File: src/rtl/lcd1602_pkg.sv
// Shared definitions for the LCD1602 controller and its bus writer.
// Holds the write-cycle state encoding, the HD44780 command bytes that need
// the long execution wait, and a helper that classifies a request byte.
package lcd1602_pkg;

  typedef enum logic [2:0] {
    POWERUP = 3'd0,
    IDLE    = 3'd1,
    SETUP   = 3'd2,
    EN_HIGH = 3'd3,
    HOLD    = 3'd4,
    EXEC    = 3'd5
  } lcd_state_e;

  localparam logic [7:0] CMD_CLEAR      = 8'h01;
  localparam logic [7:0] CMD_HOME       = 8'h02;
  // Return Home ignores bit 0, so 0x02 and 0x03 compare equal under this mask.
  localparam logic [7:0] LONG_EXEC_MASK = 8'hFE;

  // Clear Display and Return Home take ~1.6 ms; every other write ~40 us.
  function automatic logic is_long_exec(input logic rs, input logic [7:0] data);
    return !rs && ((data == CMD_CLEAR) || ((data & LONG_EXEC_MASK) == CMD_HOME));
  endfunction

  function automatic int max_int(input int a, input int b);
    return (a > b) ? a : b;
  endfunction

endpackage

File: src/rtl/lcd1602_bus_writer_if.sv
// Request handshake between the LCD1602 controller (master) and the bus
// writer (slave).
//   wr_valid : request present, held until accepted
//   wr_rs    : 0 = command, 1 = character data
//   wr_data  : byte to write
//   wr_ready : writer can accept a request this cycle
//   busy     : write cycle or power-up wait in progress (~wr_ready)
interface lcd1602_bus_writer_if;

  logic       wr_valid;
  logic       wr_rs;
  logic [7:0] wr_data;
  logic       wr_ready;
  logic       busy;

  modport master (
    output wr_valid, wr_rs, wr_data,
    input  wr_ready, busy
  );

  modport slave (
    input  wr_valid, wr_rs, wr_data,
    output wr_ready, busy
  );

endinterface

File: src/rtl/lcd1602_delay_cnt.sv
// Loadable delay counter shared by every timed state of the bus writer.
//   clk   : system clock
//   reset : asynchronous active-low reset, counter returns to 0
//   load  : restart the delay (count back to 0) on the next edge
//   len   : length of the current delay in cycles (>= 1)
//   done  : high during the last cycle of the delay
// The count restarts on the edge that enters a state, so a state whose
// delay is len lasts exactly len cycles.
module lcd1602_delay_cnt #(
  parameter int CNT_W = 8
) (
  input  logic             clk,
  input  logic             reset,
  input  logic             load,
  input  logic [CNT_W-1:0] len,
  output logic             done
);

  logic [CNT_W-1:0] cnt;

  always_ff @(posedge clk or negedge reset) begin
    if (!reset) begin
      cnt <= '0;
    end else if (load) begin
      cnt <= '0;
    end else begin
      cnt <= cnt + CNT_W'(1);
    end
  end

  assign done = (cnt == (len - CNT_W'(1)));

endmodule

File: src/rtl/lcd1602_bus_writer.sv
// HD44780 8-bit write-cycle generator for an LCD1602 module.
// Accepts one byte per handshake and drives address setup, the enable pulse,
// hold and the command-execution wait on the LCD pins, refusing further
// requests until the wait has elapsed. Also owns the power-on delay.
//   clk      : system clock (50 MHz nominal)
//   reset    : asynchronous active-low reset
//   wr       : request handshake (slave side)
//   lcd_rs   : register select, captured at accept
//   lcd_rw   : read/write, always 0 (write-only)
//   lcd_e    : enable, registered, high only while the pulse is driven
//   lcd_data : data bus, captured at accept
module lcd1602_bus_writer
  import lcd1602_pkg::*;
#(
  parameter int T_POWERUP_CYC   = 750000,
  parameter int T_SETUP_CYC     = 2,
  parameter int T_EN_CYC        = 12,
  parameter int T_HOLD_CYC      = 2,
  parameter int T_EXEC_CYC      = 2000,
  parameter int T_EXEC_LONG_CYC = 80000
) (
  input  logic                clk,
  input  logic                reset,
  lcd1602_bus_writer_if.slave wr,
  output logic                lcd_rs,
  output logic                lcd_rw,
  output logic                lcd_e,
  output logic [7:0]          lcd_data
);

  localparam int T_MAX = max_int(max_int(max_int(T_POWERUP_CYC, T_SETUP_CYC),
                                         max_int(T_EN_CYC, T_HOLD_CYC)),
                                 max_int(T_EXEC_CYC, T_EXEC_LONG_CYC));
  localparam int CNT_W = $clog2(T_MAX) + 1;

  localparam logic [2:0] S_POWERUP = POWERUP;
  localparam logic [2:0] S_IDLE    = IDLE;
  localparam logic [2:0] S_SETUP   = SETUP;
  localparam logic [2:0] S_EN_HIGH = EN_HIGH;
  localparam logic [2:0] S_HOLD    = HOLD;
  localparam logic [2:0] S_EXEC    = EXEC;

  logic [2:0]       state;
  logic [2:0]       state_nxt;
  logic             long_exec;
  logic             accept;
  logic             cnt_load;
  logic             cnt_done;
  logic [CNT_W-1:0] cnt_len;

  assign accept = (state == S_IDLE) && wr.wr_valid;

  always_comb begin
    state_nxt = state;
    case (state)
      S_POWERUP: if (cnt_done) state_nxt = S_IDLE;
      S_IDLE:    if (wr.wr_valid) state_nxt = S_SETUP;
      S_SETUP:   if (cnt_done) state_nxt = S_EN_HIGH;
      S_EN_HIGH: if (cnt_done) state_nxt = S_HOLD;
      S_HOLD:    if (cnt_done) state_nxt = S_EXEC;
      S_EXEC:    if (cnt_done) state_nxt = S_IDLE;
      default:   state_nxt = S_POWERUP;
    endcase
  end

  // Delay length of the state currently being timed; IDLE is untimed.
  always_comb begin
    cnt_len = CNT_W'(1);
    case (state)
      S_POWERUP: cnt_len = CNT_W'(T_POWERUP_CYC);
      S_SETUP:   cnt_len = CNT_W'(T_SETUP_CYC);
      S_EN_HIGH: cnt_len = CNT_W'(T_EN_CYC);
      S_HOLD:    cnt_len = CNT_W'(T_HOLD_CYC);
      S_EXEC:    cnt_len = long_exec ? CNT_W'(T_EXEC_LONG_CYC) : CNT_W'(T_EXEC_CYC);
      default:   cnt_len = CNT_W'(1);
    endcase
  end

  // Every state change restarts the delay for the state being entered.
  assign cnt_load = (state_nxt != state);

  lcd1602_delay_cnt #(
    .CNT_W (CNT_W)
  ) u_delay_cnt (
    .clk   (clk),
    .reset (reset),
    .load  (cnt_load),
    .len   (cnt_len),
    .done  (cnt_done)
  );

  always_ff @(posedge clk or negedge reset) begin
    if (!reset) begin
      state     <= S_POWERUP;
      lcd_e     <= 1'b0;
      lcd_rs    <= 1'b0;
      lcd_data  <= 8'h00;
      long_exec <= 1'b0;
    end else begin
      state <= state_nxt;
      lcd_e <= (state_nxt == S_EN_HIGH);
      // RS/DATA are held through IDLE until the next accepted byte.
      if (accept) begin
        lcd_rs    <= wr.wr_rs;
        lcd_data  <= wr.wr_data;
        long_exec <= is_long_exec(wr.wr_rs, wr.wr_data);
      end
    end
  end

  assign wr.wr_ready = (state == S_IDLE);
  assign wr.busy     = (state != S_IDLE);
  assign lcd_rw      = 1'b0;

endmodule

File: src/flat_wrapper.sv
// flat-port wrapper written by rule: the top's interface ports become plain ports
module lcd1602_bus_writer_flat import lcd1602_pkg::*;
#(
  parameter int T_POWERUP_CYC   = 750000,
  parameter int T_SETUP_CYC     = 2,
  parameter int T_EN_CYC        = 12,
  parameter int T_HOLD_CYC      = 2,
  parameter int T_EXEC_CYC      = 2000,
  parameter int T_EXEC_LONG_CYC = 80000
)
  (clk, reset, lcd_rs, lcd_rw, lcd_e, lcd_data, wr_wr_valid, wr_wr_rs, wr_wr_data, wr_wr_ready, wr_busy);
  lcd1602_bus_writer_if wr_i ();
  input  logic clk;
  input  logic reset;
  output logic lcd_rs;
  output logic lcd_rw;
  output logic lcd_e;
  output logic [7:0] lcd_data;
  input wire logic [$bits(wr_i.wr_valid)-1:0] wr_wr_valid;
  input wire logic [$bits(wr_i.wr_rs)-1:0] wr_wr_rs;
  input wire logic [$bits(wr_i.wr_data)-1:0] wr_wr_data;
  output wire logic [$bits(wr_i.wr_ready)-1:0] wr_wr_ready;
  output wire logic [$bits(wr_i.busy)-1:0] wr_busy;
  assign wr_i.wr_valid = wr_wr_valid;
  assign wr_i.wr_rs = wr_wr_rs;
  assign wr_i.wr_data = wr_wr_data;
  assign wr_wr_ready = wr_i.wr_ready;
  assign wr_busy = wr_i.busy;
  lcd1602_bus_writer #(.T_POWERUP_CYC(T_POWERUP_CYC), .T_SETUP_CYC(T_SETUP_CYC), .T_EN_CYC(T_EN_CYC), .T_HOLD_CYC(T_HOLD_CYC), .T_EXEC_CYC(T_EXEC_CYC), .T_EXEC_LONG_CYC(T_EXEC_LONG_CYC)) u_core (.clk(clk), .reset(reset), .wr(wr_i), .lcd_rs(lcd_rs), .lcd_rw(lcd_rw), .lcd_e(lcd_e), .lcd_data(lcd_data));
endmodule
File: config.mk
export PLATFORM = sky130hd
export DESIGN_NAME = lcd1602_bus_writer_flat
export DESIGN_NICKNAME = d
export VERILOG_FILES = /design/src/rtl/lcd1602_pkg.sv /design/src/rtl/lcd1602_bus_writer_if.sv /design/src/rtl/lcd1602_delay_cnt.sv /design/src/rtl/lcd1602_bus_writer.sv /design/src/flat_wrapper.sv
export SDC_FILE = /design/constraint.sdc
export NUM_CORES = 1
export LEC_CHECK = 0
export ABC_AREA = 1
export ABC_CLOCK_PERIOD_IN_PS = 3080
export BUFFER_PORTS_ARGS = -buffer_cell sky130_fd_sc_hd__buf_2
export CORE_UTILIZATION = 55
export DETAILED_ROUTE_END_ITERATION = 10
export GPL_TIMING_DRIVEN = 0
export HOLD_SLACK_MARGIN = 0.15
export PLACE_DENSITY_LB_ADDON = 0.1
export RECOVER_POWER = 25
export REMOVE_ABC_BUFFERS = 1
export SYNTH_ARGS = -nofsm -noshare
export SYNTH_HDL_FRONTEND = slang
export SYNTH_SLANG_ARGS = --single-unit
File: constraint.sdc
create_clock -name clk -period 3.08 [get_ports clk]
set_clock_uncertainty 0.2 [all_clocks]
set_input_delay 0.616 -clock clk [delete_from_list [all_inputs] [get_ports clk]]
set_output_delay 0.616 -clock clk [all_outputs]
set_load 0.05 [all_outputs]
==> reports/qor.yml <==
run_status:
  status: "complete, but fails checks"
  violations: "capacitance limit, slew limit"
place:
  dp_hpwl_um: 3026
  port_buffers: 23
  globalplace.congestion: 0.8061
worst_setup_path:
  cp_data_arrival_time_ns: 2.88
  crit_fanout: 11
  critical_path_class: "register to register"
  crit_buf_inv: 1
  cp_top_family: "simple AND/OR/NAND/NOR gates"
  crit_slowest_cell: "dfrtp_2"
  crit_path_max_incr_delay_ns: 0.48
  worstSetupEndpointType: "register"
  crit_chain: "inv_1 > nand3_2 > nand3_2 > ha_1 > nand3_4 > xor2_1 > nor3_2 > nand3_2 > nand2_1 > nand2_1 > nand2_1 > nand2_1 > nand2_4 > nand2_8 > nor2_2"
  path_common_cell: "nand2_1"
  cp.required_ns: 3.09
  crit_path_start_kind: "register"
final_layout:
  syn_to_final_growth_pct: 11.71
  nFillCells: 327
  diodes: 0
  drive_gt1_share_pct: 23.96
  nets: 326
drt:
  via_count: 1867
  post_drt_wl_per_cell_um: 12.12
  drt_iter0_drc: 93
  routed_wl_um: 4374
  drtAntennaViolNets: 0
  viasPerCell: 5.172
  drc: 0
  dr.pass1.iters: 4
yosys:
  syn_area_per_cell_um2: 7.716
  synthCells: 288
  ys_seq_area_share_pct: 39.41
  ys_types: 27
  syn_area_mm2: 0.002222
  yosysWarnings: 0
  ys_seq_elements: 35
cts:
  cts_tree: "yes"
  htree_levels: 2
  ctsLongestPathBuffers: 2
  clk_pin_slew_ns: 0.07
  clock_latency_ns: 0.28
  numClockSinks: 35
  cts_buffers: 5
  cts-root-buf: "clkbuf_8"
pwr:
  power_mw: 0.7906
  power.leakage_nw: 1.272
  power_density_mw_per_mm2: 318.5
  ir_drop_mv: 0.3175
die:
  pin_count: 25
  rows: 22
  die_h_um: 65.56
  fp.dieArea_mm2: 0.004298
  start_util_pct: 58.93
  die_w_um: 65.56
  core-area_mm2: 0.003771
grt:
  grt_pass1_vias: 1733
  grtUsageTotal_pct: 21.59
  grt_overflow_total: 0
  grt_first_pass_wirelength_um: 7155
  antenna_found_initial: 0
  grt_start_max_net_pins: 36
timing:
  finalWorstPathRequiredPeriod_ns: 2.874
  finalHoldViolations: 0
  clock.fmax_mhz: 348.0
  setup_viol: 0
  tightest_slew_ns: 1.777
  finalMaxSlewViolations: 36
  relSlewSlack_pct: -18.45
  fin_crit_sh_pct: 93.30
  setup_tns_ns: 0
job:
  drv_cap: 1
hold_path:
  hold_class: "register to register"
## per-layer routing
layer / up-vias / global-route usage, % / wire length, um
met2: 27 / 38.40 / 2126
li1: 955 / - / -
met5: - / 0 / 0
met4: 0 / 4.891 / 49
met3: 6 / 4.688 / 114
met1: 879 / 26.43 / 2084
## layout by cell type, fill, tap and decap left out
cell,Yosys,layout
nand2_8,0,1
nor4_1,3,3
o2111ai_1,1,1
conb_1,1,1
mux2_2,5,5
inv_2,5,5
nand2_4,0,4
nor2_1,23,22
nand3_4,2,2
nand2_2,3,1
o21ai_0,8,8
buf_2,0,22
nand4_1,11,11
xor2_1,18,18
nor2_4,0,2
clkbuf_8,0,5
xnor2_1,3,3
ha_1,2,2
nand3_1,20,19
o211ai_1,2,2
nor3_2,1,1
clkinv_2,0,1
inv_1,41,41
nand2_1,68,67
nand3_2,2,3
a21oi_1,2,1
dfrtp_1,35,33
nor3_1,2,2
nor2_2,21,20
o41ai_1,1,1
dfrtp_2,0,2
clkbuf_1,2,3
a21oi_2,0,1
## layout make-up
type | instances | area (um^2) | share of cell area (%)
Clock inverter | 1 | 5.005 | 0.2016
Inverter | 46 | 172.7 | 6.956
Multi-Input combinational cell | 201 | 1176 | 47.38
Clock buffer | 7 | 76.32 | 3.075
Timing Repair Buffer | 23 | 113.9 | 4.587
Tap cell | 48 | 60.06 | 2.419
Sequential cell | 35 | 878.3 | 35.38
## worst min-delay path: stages, from the launching register on
cell and delay [ns]:
dfrtp_1 0.34, nand2_1 0.05, o21ai_0 0.06
## registers in the layout, indices dropped and copies added, names as in the netlist
register,cells
u_core.lcd_data,8
u_core.lcd_e,1
u_core.lcd_rs,1
u_core.long_exec,1
u_core.state,3
u_core.u_delay_cnt.cnt,21
## report_power, final
part | internal [mW] | leakage (nW) | switching (mW) | total [mW]
combinational | 0.00550 | 0.766 | 0.0152 | 0.0207
sequential | 0.460 | 0.464 | 0 | 0.460
clock | 0.158 | 0.0422 | 0.152 | 0.310
total | 0.624 | 1.27 | 0.167 | 0.791
## cells in the mapped netlist, drive strengths merged
cell / n / share of area, %
nand2: 71 / 12
inv: 46 / 7.8
nor2: 44 / 9.8
dfrtp: 35 / 39
nand3: 24 / 7.0
xor2: 18 / 7.1
nand4: 11 / 3.1
o21ai: 8 / 1.8
buf: 6 / 2.7
mux2: 5 / 2.5
nor3: 3 / 0.90
nor4: 3 / 0.84
xnor2: 3 / 1.2
a21oi: 2 / 0.45
clkbuf: 2 / 0.34
ha: 2 / 1.1
o211ai: 2 / 0.68
conb: 1 / 0.17
o2111ai: 1 / 0.39
o41ai: 1 / 0.39
## worst paths after layout
path / start / cells after the start / slack, ns / endpoint
min in group asynchronous: reset / 1 / 0.61 / u_core.lcd_data[6]
max in group asynchronous: reset / 1 / 0.92 / u_core.state[2]
worst min-delay path: u_core.lcd_data[5] / 2 / 0.28 / u_core.lcd_data[5]
worst max-delay path: u_core.state[2] / 15 / 0.21 / u_core.u_delay_cnt.cnt[7]
worst max register to register: u_core.state[2] / 15 / 0.21 / u_core.u_delay_cnt.cnt[7]
worst min register to register: u_core.lcd_data[5] / 2 / 0.28 / u_core.lcd_data[5]
## per-stage QoR
step	hold WS [ns]	setup slack [ns]	util [%]	area [um^2]	instances
floorplan	0.1204	-0.06455	-	2155	280
global placement	0.2631	-0.1479	61.78	2330	351
detailed placement	0.2685	-0.2278	61.78	2330	351
CTS	0.2266	0.01080	64.30	2425	359
global route	0.3248	-0.04068	65.83	2482	361
finish	0.2811	0.2064	65.83	2482	361
## kinds of logic after synthesis
family / Yosys count / synth area share [%]
adders and majority gates: 2 / 1.126
AOI/OAI and AO/OA: 14 / 3.716
buffers and inverters: 54 / 10.81
and+or+nand+nor: 156 / 33.95
muxes: 5 / 2.534
xor gates and xnor gates: 21 / 8.277
DFF: 35 / 39.41
other: 1 / 0.1688
## timing repair
item	in CTS	in global routing
cloned	0	2
gates resized for setup	2	11
pin swaps	0	2
buffers inserted	0	0
endpoints found under the setup margin	21	21
hold buffers	0	0
Power figures use the tool's default switching activity.
